`config.mk`:
```
export PLATFORM = sky130hd
export DESIGN_NAME = distram_fifo_rr_drain
export DESIGN_NICKNAME = d
export VERILOG_FILES = /design/src/rtl/p4fpga_sched_pkg.sv /design/src/rtl/distram_fifo_rr_drain_rr_pick.sv /design/src/rtl/distram_fifo_rr_drain.sv
export SDC_FILE = /design/constraint.sdc
export NUM_CORES = 1
export LEC_CHECK = 0
export ABC_AREA = 1
export CORE_ASPECT_RATIO = 0.75
export CORE_MARGIN = 10
export CORE_UTILIZATION = 38
export DETAILED_ROUTE_END_ITERATION = 6
export PLACE_DENSITY = 0.92
export SLEW_MARGIN = 10
export SYNTH_ARGS = -nofsm -noshare
export SYNTH_HDL_FRONTEND = slang
export SYNTH_SLANG_ARGS = --single-unit
```
`constraint.sdc`:
```
create_clock -name clk -period 4.6 [get_ports clk]
set_clock_uncertainty 0.2 [all_clocks]
set_input_delay 0.92 -clock clk [delete_from_list [all_inputs] [get_ports clk]]
set_output_delay 0.92 -clock clk [all_outputs]
set_load 0.1 [all_outputs]
```
`src/rtl/p4fpga_sched_pkg.sv`:
```
// p4fpga_sched_pkg: shared FSM encodings and FIFO read latency for drain schedulers
package p4fpga_sched_pkg;
  typedef enum logic {ST_IDLE = 1'b0, ST_BURST = 1'b1} state_t;
  localparam int DISTRAM_FIFO_RD_LATENCY = 2;
endpackage

```
`src/rtl/distram_fifo_rr_drain_rr_pick.sv`:
```
// rr_pick: first set request bit at or after ptr, wrapping modulo N
module rr_pick #(
  parameter int N = 4,
  parameter int W = 2
) (
  input  logic [N-1:0] req,
  input  logic [W-1:0] ptr,
  output logic         found,
  output logic [W-1:0] idx
);
  logic [2*N-1:0] dbl;
  logic [W:0] sel;
  assign dbl = {req, req};
  always_comb begin
    found = 1'b0;
    sel = '0;
    for (int k = 2*N-1; k >= 0; k--)
      if (dbl[k] && k >= int'(ptr)) begin
        found = 1'b1;
        sel = (W+1)'(k);
      end
    idx = W'(sel >= (W+1)'(N) ? sel - (W+1)'(N) : sel);
  end
endmodule

```
`src/rtl/distram_fifo_rr_drain.sv`:
```
// distram_fifo_rr_drain: round-robin burst drain of NUM_QUEUES FIFOs into one tagged output stream
module distram_fifo_rr_drain
  import p4fpga_sched_pkg::*;
#(
  parameter int NUM_QUEUES = 4,
  parameter int DATA_WIDTH = 64,
  parameter int QID_BITS   = 2,
  parameter int RD_LATENCY = DISTRAM_FIFO_RD_LATENCY,
  parameter int MAX_BURST  = 4
) (
  input  logic                             clk,
  input  logic                             reset,
  input  logic [NUM_QUEUES-1:0]            fifo_empty,
  input  logic [NUM_QUEUES-1:0]            fifo_valid,
  input  logic [NUM_QUEUES*DATA_WIDTH-1:0] fifo_dout,
  output logic [NUM_QUEUES-1:0]            fifo_re,
  input  logic                             out_almostfull,
  output logic                             out_valid,
  output logic [DATA_WIDTH-1:0]            out_data,
  output logic [QID_BITS-1:0]              out_qid,
  output logic                             err
);
  localparam int MW = $clog2(RD_LATENCY+1);
  state_t state, state_n;
  logic [QID_BITS-1:0] rr_ptr, rr_ptr_n, cur_q, cur_q_n, pick_idx, issue_q, tq;
  logic [7:0] burst_cnt, burst_cnt_n;
  logic pick_found, issue, can_cont, bad;
  logic [RD_LATENCY-1:0] tag_v;
  logic [QID_BITS-1:0] tag_q [RD_LATENCY];
  logic [MW-1:0] mask_cnt;
  logic [NUM_QUEUES-1:0] tq_hot;
  rr_pick #(.N(NUM_QUEUES), .W(QID_BITS)) u_pick (
    .req(~fifo_empty),
    .ptr(rr_ptr),
    .found(pick_found),
    .idx(pick_idx)
  );
  assign can_cont = !fifo_empty[cur_q] && !out_almostfull && burst_cnt < 8'(MAX_BURST);
  always_comb begin
    state_n = state;
    rr_ptr_n = rr_ptr;
    cur_q_n = cur_q;
    burst_cnt_n = burst_cnt;
    issue = 1'b0;
    issue_q = cur_q;
    if (state == ST_IDLE) begin
      if (pick_found && !out_almostfull) begin
        issue = 1'b1;
        issue_q = pick_idx;
        cur_q_n = pick_idx;
        burst_cnt_n = 8'd1;
        state_n = ST_BURST;
      end
    end else if (can_cont) begin
      issue = 1'b1;
      burst_cnt_n = burst_cnt + 8'd1;
    end else begin
      state_n = ST_IDLE;
      rr_ptr_n = cur_q == QID_BITS'(NUM_QUEUES-1) ? '0 : cur_q + 1'b1;
    end
  end
  assign fifo_re = (issue && !reset) ? NUM_QUEUES'(1) << issue_q : '0;
  assign tq = tag_q[RD_LATENCY-1];
  assign tq_hot = NUM_QUEUES'(1) << tq;
  assign bad = tag_v[RD_LATENCY-1] ? (!fifo_valid[tq] || |(fifo_valid & ~tq_hot))
                                   : (|fifo_valid && mask_cnt == '0);
  always_ff @(posedge clk) begin
    if (reset) begin
      state <= ST_IDLE;
      rr_ptr <= '0;
      cur_q <= '0;
      burst_cnt <= '0;
      tag_v <= '0;
      for (int i = 0; i < RD_LATENCY; i++) tag_q[i] <= '0;
      out_valid <= 1'b0;
      out_data <= '0;
      out_qid <= '0;
      err <= 1'b0;
      mask_cnt <= MW'(RD_LATENCY);
    end else begin
      state <= state_n;
      rr_ptr <= rr_ptr_n;
      cur_q <= cur_q_n;
      burst_cnt <= burst_cnt_n;
      tag_v <= {tag_v[RD_LATENCY-2:0], issue};
      tag_q[0] <= issue_q;
      for (int i = 1; i < RD_LATENCY; i++) tag_q[i] <= tag_q[i-1];
      out_valid <= tag_v[RD_LATENCY-1];
      if (tag_v[RD_LATENCY-1]) begin
        out_data <= fifo_dout[tq*DATA_WIDTH +: DATA_WIDTH];
        out_qid <= tq;
      end
      if (mask_cnt != '0) mask_cnt <= mask_cnt - 1'b1;
      if (bad) err <= 1'b1;
    end
  end
endmodule
```
# Word-level counts from Yosys, hierarchy flattened
# Memories as Yosys holds them, arrays and structs flattened.
# Index checks and enable logic that the tools add are counted.
# word_totals
ff_bits	85
ramBits	4
inputBits	267
out_inout_bits	72
wordCells	88
memories	1
# memory_table
memory	depth	word_bits	rd	rd_clocked_by_memory_dff	wr	line_no	text
tag_q	2	2	2	0	2	distram_fifo_rr_drain.sv:29	logic [QID_BITS-1:0] tag_q [RD_LATENCY];
# classes
add_sub_neg	4
n_lt_le_gt_ge	7
eq_ne	2
shift	3
mux	35
bitwise	6
n_reduce_logical	20
# op_table
cell	count
$shiftx A256 B9 Y64	1
$mux W8	3
$mux W3	7
$mux W1	16
$mux W2	6
$add A8 B1 Y8 const B	1
$logic_and A1 B1 Y1	8
$lt A8 B3 Y1 const B	1
$not A4 Y4	2
$reduce_or A4 Y1	2
$shl A1 B2 Y4 const A	2
$lt A2 B3 Y1 const B	2
$and A4 B4 Y4	1
$bmux W1 S2	2
$ge A1 B2 Y1 const A	2
$logic_not A1 Y1	4
$mux W4	1
$reduce_and A2 Y1	2
$reduce_bool A2 Y1	2
$sub A2 B1 Y2 const B	2
$ge A3 B3 Y1 const B	1
$add A2 B1 Y2 const B	1
$eq A2 B2 Y1 const B	1
$ge A2 B2 Y1 const A	1
5 further kinds	6

# Logic depth before layout (Yosys ltp)
# Gate-level depths: netlist (run 1).
# depth
depth_word	14
ltp_mapped	9
mapped_depth_nobuf	9

# By module
# A second synthesis (run 1) with hierarchy kept.
# hier_totals
hier_cells	717
area_unflattened_um2	4654.5
# by_module_without_submodules
module	instances	cells_per_inst	area_each_um2	seq_area_each_um2
distram_fifo_rr_drain	1	697	4574.4	1721.7
rr_pick	1	20	80.1	0.0

# Worst setup path before layout (run 1)
# No wires, ideal clock.
# synth_path
path_kind	in2out
from	input out_almostfull
to	output fifo_re[0]
arrival_ps	2946
t_required_ps	3480
setup_slack_ps	534
cell_stages	7
path_buffers	1
cell_sequence	or2_1 -> nor2_2 -> inv_2 -> buf_6 -> nand2_1 -> nand2_1 -> nor2_1
# synth_via
elab_chain_len	7
word_cells_on_any_way	12
cone_classes	1 x shift; 6 x mux; 5 x reduce/logical
# synth_lines
item	line_no	text
from (decl)	distram_fifo_rr_drain.sv:17	input logic out_almostfull,
$logic_not A1 Y1 (*)	distram_fifo_rr_drain.sv:38, distram_fifo_rr_drain.sv:47	
$logic_and A1 B1 Y1 (2 in series)	distram_fifo_rr_drain.sv:38	assign can_cont = !fifo_empty[cur_q] && !out_almostfull && burst_cnt < 8'(MAX_BURST);
$mux W1	distram_fifo_rr_drain.sv:54	end else if (can_cont) begin
$mux W1	distram_fifo_rr_drain.sv:46	if (state == ST_IDLE) begin
$logic_and A1 B1 Y1	distram_fifo_rr_drain.sv:62	assign fifo_re = (issue && !reset) ? NUM_QUEUES'(1) << issue_q : '0;
$mux W4 (*)	distram_fifo_rr_drain.sv:62	
to (decl)	distram_fifo_rr_drain.sv:16	output logic [NUM_QUEUES-1:0] fifo_re,
# Every way passes the cells marked *; elsewhere a longest branch is shown, timed or not.

# Final worst setup path (run 1)
# layout_path
from	input fifo_empty[2]
to	output fifo_re[1]
# layout_via
elab_chain_len	14
word_cells_on_any_way	33
cone_classes	1 x add/sub; 1 x order compare; 1 x shift; 23 x mux; 1 x bitwise; 6 x reduce/logical
# layout_lines
item	line_no	text
from (decl)	distram_fifo_rr_drain.sv:13	input logic [NUM_QUEUES-1:0] fifo_empty,
$not A4 Y4	distram_fifo_rr_drain.sv:33	.req(~fifo_empty),
$mux W3 (7 in series)	distram_fifo_rr_drain_rr_pick.sv:18	if (dbl[k] && k >= int'(ptr)) begin
$ge A3 B3 Y1 / $sub A2 B1 Y2 (equally long branches)	distram_fifo_rr_drain_rr_pick.sv:22	idx = W'(sel >= (W+1)'(N) ? sel - (W+1)'(N) : sel);
$mux W2	distram_fifo_rr_drain_rr_pick.sv:22	
$mux W2 (2 in series)	-	
$shl A1 B2 Y4	distram_fifo_rr_drain.sv:62	
$mux W4 (*)	distram_fifo_rr_drain.sv:62	
# Every way passes the cells marked *; elsewhere a longest branch is shown, timed or not. The select of a mux whose other input is x is not followed.

==> load_flow_metrics.sql, run 1 <==
INSERT INTO impl_metrics (metric_group, metric, value, unit) VALUES
('synth', 'post-synth-top-area-fraction', '37.0', '%'),
('global_route', 'grt_first_pass_wirelength', '33100', 'um'),
('sta', 'maxClockFrequency', '261', 'MHz'),
('synth', 'synth.net_count', '982', ''),
('cts', 'cts.hold.buffers_added', '0', ''),
('sta', 'fin_tns_setup', '0', 'ns'),
('cts', 'ctsResizeCount', '0', ''),
('synth', 'synth_flop_cell', 'sky130_fd_sc_hd__dfxtp_1', ''),
('pwr', 'p_leak', '3.37', 'nW'),
('die', 'die_area', '17100', 'um2'),
('cts', 'clkLatencyLatePin', '0.33', 'ns'),
('critical_path', 'crit_required', '3.48', 'ns'),
('die', 'chipHeight', '116', 'um'),
('cts', 'cts_inserted_buffers', '9', ''),
('global_route', 'antenna_found_initial', '1', ''),
('placement', 'gp_routability_congestion', '0.906', ''),
('critical_path', 'cp-end-kind', 'output pin', ''),
('run', 'max_cap_violations', '0', ''),
('routing', 'total_number_of_vias', '6062', ''),
('routing', 'first_pass_iters', '5', ''),
('routing', 'dr_iter_0_viols', '362', ''),
('final_layout', 'design_area', '8420', 'um2'),
('critical_path', 'timing.rr.end', 'out_data[40]', ''),
('critical_path', 'worst_ep_arrival_time', '2.71', 'ns'),
('worst_hold_path', 'worstHoldStart', 'burst_cnt[7]', ''),
('placement', 'post-place-ws', '0.786', 'ns'),
('synth', 'yosysWarnings', '0', ''),
('worst_hold_path', 'min_path_cells', '2', ''),
('critical_path', 'setup.worst_path.class', 'in2out', ''),
('synth', 'synthDistinctLibCells', '25', ''),
('die', 'placementRows', '34', ''),
('synth', 'synth_top_cells_by_area', 'sky130_fd_sc_hd__dfxtp_1 (37%), sky130_fd_sc_hd__nand2_1 (18%), sky130_fd_sc_hd__o21ai_0 (7.8%), sky130_fd_sc_hd__a211oi_1 (6.8%), sky130_fd_sc_hd__nand3_1 (6.6%)', ''),
('sta', 'hold_viol', '0', ''),
('sta', 'rsz0062_at_grt', 'false', ''),
('critical_path', 'worst-path-max-fanout', '8', ''),
('global_route', 'overflow_left_after_global_routing', '0', ''),
('sta', 'final_period_minus_worst_setup_slack', '3.83', 'ns'),
('critical_path', 'worst_reg2reg_setup_slack', '2.16', 'ns'),
('final_layout', 'most_frequent_standard_cell_in_the_layout_excluding_fill_and_tap_cells', 'sky130_fd_sc_hd__clkdlybuf4s50_1', ''),
('synth', 'ys_seq_area_share', '37.0', '%'),
('synth', 'yosys_register_bits', '86', ''),
('critical_path', 'cpPeakStageDelay', '0.43', 'ns'),
('critical_path', 'cp_cell_instances', 'clkdlybuf4s50_1 -> inv_1 -> nand2_1 -> nand3_1 -> nand4_1 -> nand2_1 -> nand2_1 -> nor2_1 -> buf_12', ''),
('pwr', 'power.ir.vdd_worst', '0.195', 'mV'),
('worst_hold_path', 'hp-class', 'reg2reg', ''),
('synth', 'avgSynthCellArea', '6.53', 'um2'),
('sta', 'final-setup-viol-count', '0', ''),
('critical_path', 'r2r_cells', '7', ''),
('cts', 'clock_transition_at_the_registers_of_the_reported_paths', '0.06', 'ns'),
('synth', 'netlist_area', '4650', 'um2'),
('placement', 'hpwlAfterDp', '17500', 'um'),
('synth', 'syn-instance-count', '712', ''),
('critical_path', 'timing.critical_path.max_delay_family', 'simple AND/OR/NAND/NOR gates', ''),
('die', 'floorplan.die.width', '148', 'um'),
('global_route', 'grt_pass1_vias', '5916', ''),
('run_status', 'run_status', 'complete, no violations', ''),
('routing', 'avgViaCountPerCell', '5.10', ''),
('global_route', 'grt_start_max_net_pins', '92', ''),
('critical_path', 'r2r-start', 'tag_q[0][2]', ''),
('sta', 'max-slew-margin-rel', '23.3', '%'),
('global_route', 'grt_util_all_layers', '24.4', '%'),
('synth', 'synthArstFlopShare', '0', '%'),
('worst_hold_path', 'worst_hold_path.endpoint', 'burst_cnt[7]', ''),
('sta', 'final_critical_path_setup_slack', '0.768', 'ns'),
('cts', 'tritoncts_num_sinks', '86', ''),
('die', 'design.portCount', '339', ''),
('cts', 'cts_tree', 'done', ''),
('critical_path', 'worstSetupStartpointType', 'input pin', ''),
('cts', 'cts.path.max_buffers', '2', ''),
('sta', 'min_period_over_period', '83.3', '%'),
('final_layout', 'syn2layout_area_growth', '81.2', '%');
## state kept, by name (all words and copies together) (netlist names), 2 cells and up
name and flops:
mask_cnt 2, out_qid 2, tag_q 3, tag_v 2
burst_cnt 8, rr_ptr 2, out_data 64
## layer usage
layer  vias up  part of all wire (%)  global-route usage, %
met5         -                     0                      0
met4         0                   2.2                   8.17
met3        32                    11                   10.1
met2       292                    50                   43.4
met1      2732                    37                   26.0
li1       3006                     -                      -
## worst reg2reg max path, stage by stage (launching register included)
cell and delay, ns:
sky130_fd_sc_hd__dfxtp_1 0.51, sky130_fd_sc_hd__inv_2 0.11, sky130_fd_sc_hd__nor2_4 0.66, sky130_fd_sc_hd__buf_4 0.47, sky130_fd_sc_hd__nand2_1 0.09, sky130_fd_sc_hd__nand2_1 0.08
sky130_fd_sc_hd__inv_1 0.06, sky130_fd_sc_hd__a31oi_1 0.19
## worst max path at each step
| stage | start | slack [ns] | end |
|---|---|---|---|
| global placement | fifo_empty[1] | 0.86 | fifo_re[3] |
| global route | fifo_empty[2] | 0.62 | fifo_re[3] |
| CTS | fifo_empty[2] | 0.79 | fifo_re[1] |
| finish | fifo_empty[2] | 0.77 | fifo_re[1] |
| floorplan | out_almostfull | 0.53 | fifo_re[0] |
| detailed placement | fifo_empty[2] | 0.79 | fifo_re[1] |
## report_power, final
part / internal (W) / total (W) / leakage (nW) / switching (W)
Sequential: 0.000792 / 0.000817 / 0.703 / 0.0000245
Combinational: 0.000328 / 0.000788 / 2.53 / 0.000460
Clock: 0.000423 / 0.000724 / 0.142 / 0.000302
Total: 0.00154 / 0.00233 / 3.37 / 0.000786
## metrics by stage
step | total power (W) | hold slack (ns) | std cells | utilization [%]
floorplan | 0.00126 | 0.209 | 712 | -
global placement | 0.00161 | 0.219 | 1171 | 68.9
detailed placement | 0.00162 | 0.223 | 1171 | 68.9
CTS | 0.00235 | 0.232 | 1187 | 71.4
global route | 0.00243 | 0.260 | 1187 | 71.4
finish | 0.00233 | 0.232 | 1188 | 71.5
## layout make-up
class,instances,area (um2),area share (%)
Sequential cell,86,1720,20.5
Clock inverter,7,72.6,0.862
Multi-Input combinational cell,536,2560,30.4
Timing Repair Buffer,345,3480,41.3
Antenna cell,1,2.50,0.0297
Inverter,42,158,1.87
Clock buffer,9,225,2.67
Tap cell,162,203,2.41
## logic make-up (layout without fill, tap and decap cells)
logic type / count (synthesis) / in the layout / synth area share, %
AO/OA/AOI/OAI: 167 / 167 / 22.1
flip-flops: 86 / 86 / 37.0
adder cells (fa/ha/maj): 3 / 3 / 0.808
buffers and inverters: 90 / 403 / 8.05
XOR/XNOR: 1 / 1 / 0.189
AND/OR/NAND/NOR: 365 / 365 / 31.9
other: 0 / 1 / 0
## synthesized netlist by cell type, drive strengths merged, types with 7 or more instances
| cell type | instances |
|---|---|
| nand2 | 223 |
| a211oi | 42 |
| a31oi | 23 |
| a21oi | 7 |
| dfxtp | 86 |
| a22oi | 22 |
| buf | 26 |
| o21ai | 73 |
| nor2 | 74 |
| inv | 41 |
| nand3 | 61 |
| clkbuf | 22 |
Power figures use the tool's default switching activity.
==> inputs of run 2 (changes only) <==
- CORE_UTILIZATION: 38 -> 32
- PLACE_DENSITY: 0.92 -> 0.83
- clock period: 4.6 -> 3.1 ns (I/O delays scaled with it)
==> load_flow_metrics.sql, run 2 (synthesis results as in run 1) <==
INSERT INTO impl_metrics (metric_group, metric, value, unit) VALUES
('routing', 'dr_iter_0_viols', '321', ''),
('die', 'chipHeight', '124', 'um'),
('final_layout', 'largest-register', 'out_data', ''),
('final_layout', 'design_area', '8420', 'um2'),
('cts', 'clkLatencyLatePin', '0.33', 'ns'),
('global_route', 'antenna_found_initial', '2', ''),
('routing', 'avgViaCountPerCell', '4.91', ''),
('final_layout', 'ff_latch_area', '1720', 'um2'),
('cts', 'cts_tree', 'done', ''),
('final_layout', 'nNetsFinal', '1297', ''),
('sta', 'final_period_minus_worst_setup_slack', '3.04', 'ns'),
('global_route', 'grt_util_all_layers', '20.1', '%'),
('final_layout', 'layout-drive-gt1-share', '11.5', '%'),
('final_layout', 'antennaDiodeCount', '0', ''),
('routing', 'total_number_of_vias', '6044', ''),
('final_layout', 'layout.cells.most_common_list', 'sky130_fd_sc_hd__clkdlybuf4s50_1 (264), sky130_fd_sc_hd__nand2_1 (223), sky130_fd_sc_hd__dfxtp_1 (85), sky130_fd_sc_hd__buf_4 (79), sky130_fd_sc_hd__o21ai_0 (72)', ''),
('die', 'placementRows', '38', ''),
('sta', 'final-setup-viol-count', '0', ''),
('sta', 'min_period_over_period', '98.0', '%'),
('sta', 'max-slew-margin-rel', '42.5', '%'),
('final_layout', 'area_occupied_by_multi_input_gates', '2580', 'um2'),
('cts', 'cts_inserted_buffers', '9', ''),
('worst_hold_path', 'hp-class', 'reg2reg', ''),
('placement', 'placement.io_buffers', '338', ''),
('critical_path', 'critical_path.most_common_cell', 'sky130_fd_sc_hd__nor2_2', ''),
('critical_path', 'worst_ep_arrival_time', '2.22', 'ns'),
('cts', 'cts.path.max_buffers', '2', ''),
('final_layout', 'finalCoreUtilization', '58.6', '%'),
('sta', 'timing_worst_slew_pin_value', '0.863', 'ns'),
('critical_path', 'worst-path-max-fanout', '3', ''),
('die', 'floorplan.die.width', '159', 'um'),
('critical_path', 'crit_required', '2.28', 'ns'),
('critical_path', 'cpPeakStageDelay', '0.43', 'ns'),
('pwr', 'p_leak', '3.57', 'nW'),
('die', 'design.portCount', '339', ''),
('cts', 'htree_num_levels', '3', ''),
('pwr', 'power.ir.vdd_worst', '0.244', 'mV'),
('placement', 'hpwlAfterDp', '16800', 'um'),
('die', 'coreArea', '14400', 'um2'),
('run_status', 'run_status', 'complete, no violations', ''),
('routing', 'first_pass_iters', '5', ''),
('cts', 'clk_root_buffer_cell', 'sky130_fd_sc_hd__clkbuf_16', ''),
('global_route', 'grt_start_max_net_pins', '92', ''),
('sta', 'final_critical_path_setup_slack', '0.0614', 'ns'),
('routing', 'ant_nets', '0', ''),
('routing', 'wl_per_cell', '17.5', 'um'),
('final_layout', 'most_frequent_standard_cell_in_the_layout_excluding_fill_and_tap_cells', 'sky130_fd_sc_hd__clkdlybuf4s50_1', ''),
('sta', 'hold_viol', '0', ''),
('final_layout', 'largest_register_ffs', '64', ''),
('routing', 'route.detailed.drc', '0', ''),
('global_route', 'grt_pass1_vias', '5698', ''),
('cts', 'cts.hold.buffers_added', '0', ''),
('global_route', 'grt_first_pass_wirelength', '32300', 'um'),
('final_layout', 'syn2layout_area_growth', '81.2', '%'),
('final_layout', 'final_layout_fill_cell_count', '1346', ''),
('cts', 'clock_transition_at_the_registers_of_the_reported_paths', '0.06', 'ns'),
('placement', 'post-place-ws', '0.0322', 'ns'),
('run', 'max_cap_violations', '0', ''),
('critical_path', 'crit_slowest_cell', 'sky130_fd_sc_hd__clkdlybuf4s50_1', ''),
('critical_path', 'cp_cell_instances', 'clkdlybuf4s50_1 -> or2_1 -> nor2_2 -> buf_4 -> nor2_1 -> nor2_2 -> nand2_1 -> nor2_2 -> buf_12', ''),
('sta', 'finalMaxSlewViolations', '0', ''),
('die', 'die_area', '19800', 'um2'),
('routing', 'routed_wl', '21500', 'um'),
('placement', 'gp_routability_congestion', '0.859', ''),
('placement', 'dpl_cell_area', '8070', 'um2'),
('global_route', 'overflow_left_after_global_routing', '0', ''),
('critical_path', 'cp-end-kind', 'output pin', ''),
('critical_path', 'setup.worst_path.class', 'in2out', ''),
('die', 'initial_utilization', '32.4', '%'),
('critical_path', 'worstSetupStartpointType', 'input pin', ''),
('cts', 'tritoncts_num_sinks', '86', ''),
('final_layout', 'largestRegisters', 'out_data: 64 flops, burst_cnt: 8 flops, tag_q: 3 flops', ''),
('sta', 'fin_tns_setup', '0', 'ns'),
('sta', 'maxClockFrequency', '329', 'MHz'),
('pwr', 'power_per_cell_area', '412', 'nW/um2');
run 2: cell count changes in the layout (fill, tap and decap cells not counted), moves of 2 or more:
cell	delta
sky130_fd_sc_hd__clkinv_2	-2
sky130_fd_sc_hd__clkdlybuf4s50_1	-70
sky130_fd_sc_hd__nor2_1	-6
sky130_fd_sc_hd__clkbuf_8	+2
sky130_fd_sc_hd__buf_4	+72
sky130_fd_sc_hd__buf_12	+3
sky130_fd_sc_hd__dlymetal6s2s_1	+2
sky130_fd_sc_hd__nor2_2	+6
run 2: path summary, 6_finish.rpt:
path	start	end	slack, ns	cells past startpoint
setup / recovery	out_almostfull	fifo_re[0]	0.06	9
hold / removal	burst_cnt[7]	burst_cnt[7]	0.23	2
setup reg to reg	tag_v[1]	out_data[37]	1.02	4
hold reg to reg	burst_cnt[7]	burst_cnt[7]	0.23	2
run 2: routing by layer:
metal | vias up | global-route usage, % | routed length, um
met5 | - | 0 | 22
met4 | 4 | 3.32 | 239
met3 | 23 | 7.40 | 1690
met2 | 251 | 34.8 | 10500
met1 | 2748 | 23.6 | 9080
li1 | 3018 | - | -
run 2: cell type report:
type	instances	share of cell area (%)
Timing Repair Buffer	352	40.4
Multi-Input combinational cell	536	30.7
Sequential cell	86	20.5
Clock buffer	11	3.00
Tap cell	200	2.97
Inverter	42	1.87
Clock inverter	4	0.654
run 2: repair_timing:
| action | CTS | global route |
|---|---|---|
| gates resized for setup | 0 | 10 |
| endpoints found under the hold margin | 0 | 0 |
| endpoints found under the setup margin | 0 | 4 |
| buffers inserted | 0 | 2 |
run 2: through the flow:
step / hold WS (ns) / power (W) / instances
floorplan: 0.209 / 0.00187 / 712
detailed placement: 0.222 / 0.00239 / 1214
global route: 0.256 / 0.00363 / 1231
global placement: 0.218 / 0.00238 / 1214
finish: 0.231 / 0.00347 / 1231
CTS: 0.231 / 0.00350 / 1229
run 2: where the power goes:
group	internal, W	switching (W)	total (W)
sequential	0.00118	0.0000372	0.00121
combinational	0.000476	0.000681	0.00116
clock	0.000668	0.000427	0.00110
run 2: critical path: cells and delay by family:
family                 cells  cell delay (ns)
AND/OR/NAND/NOR            6             0.82
buffers and inverters      3             0.76
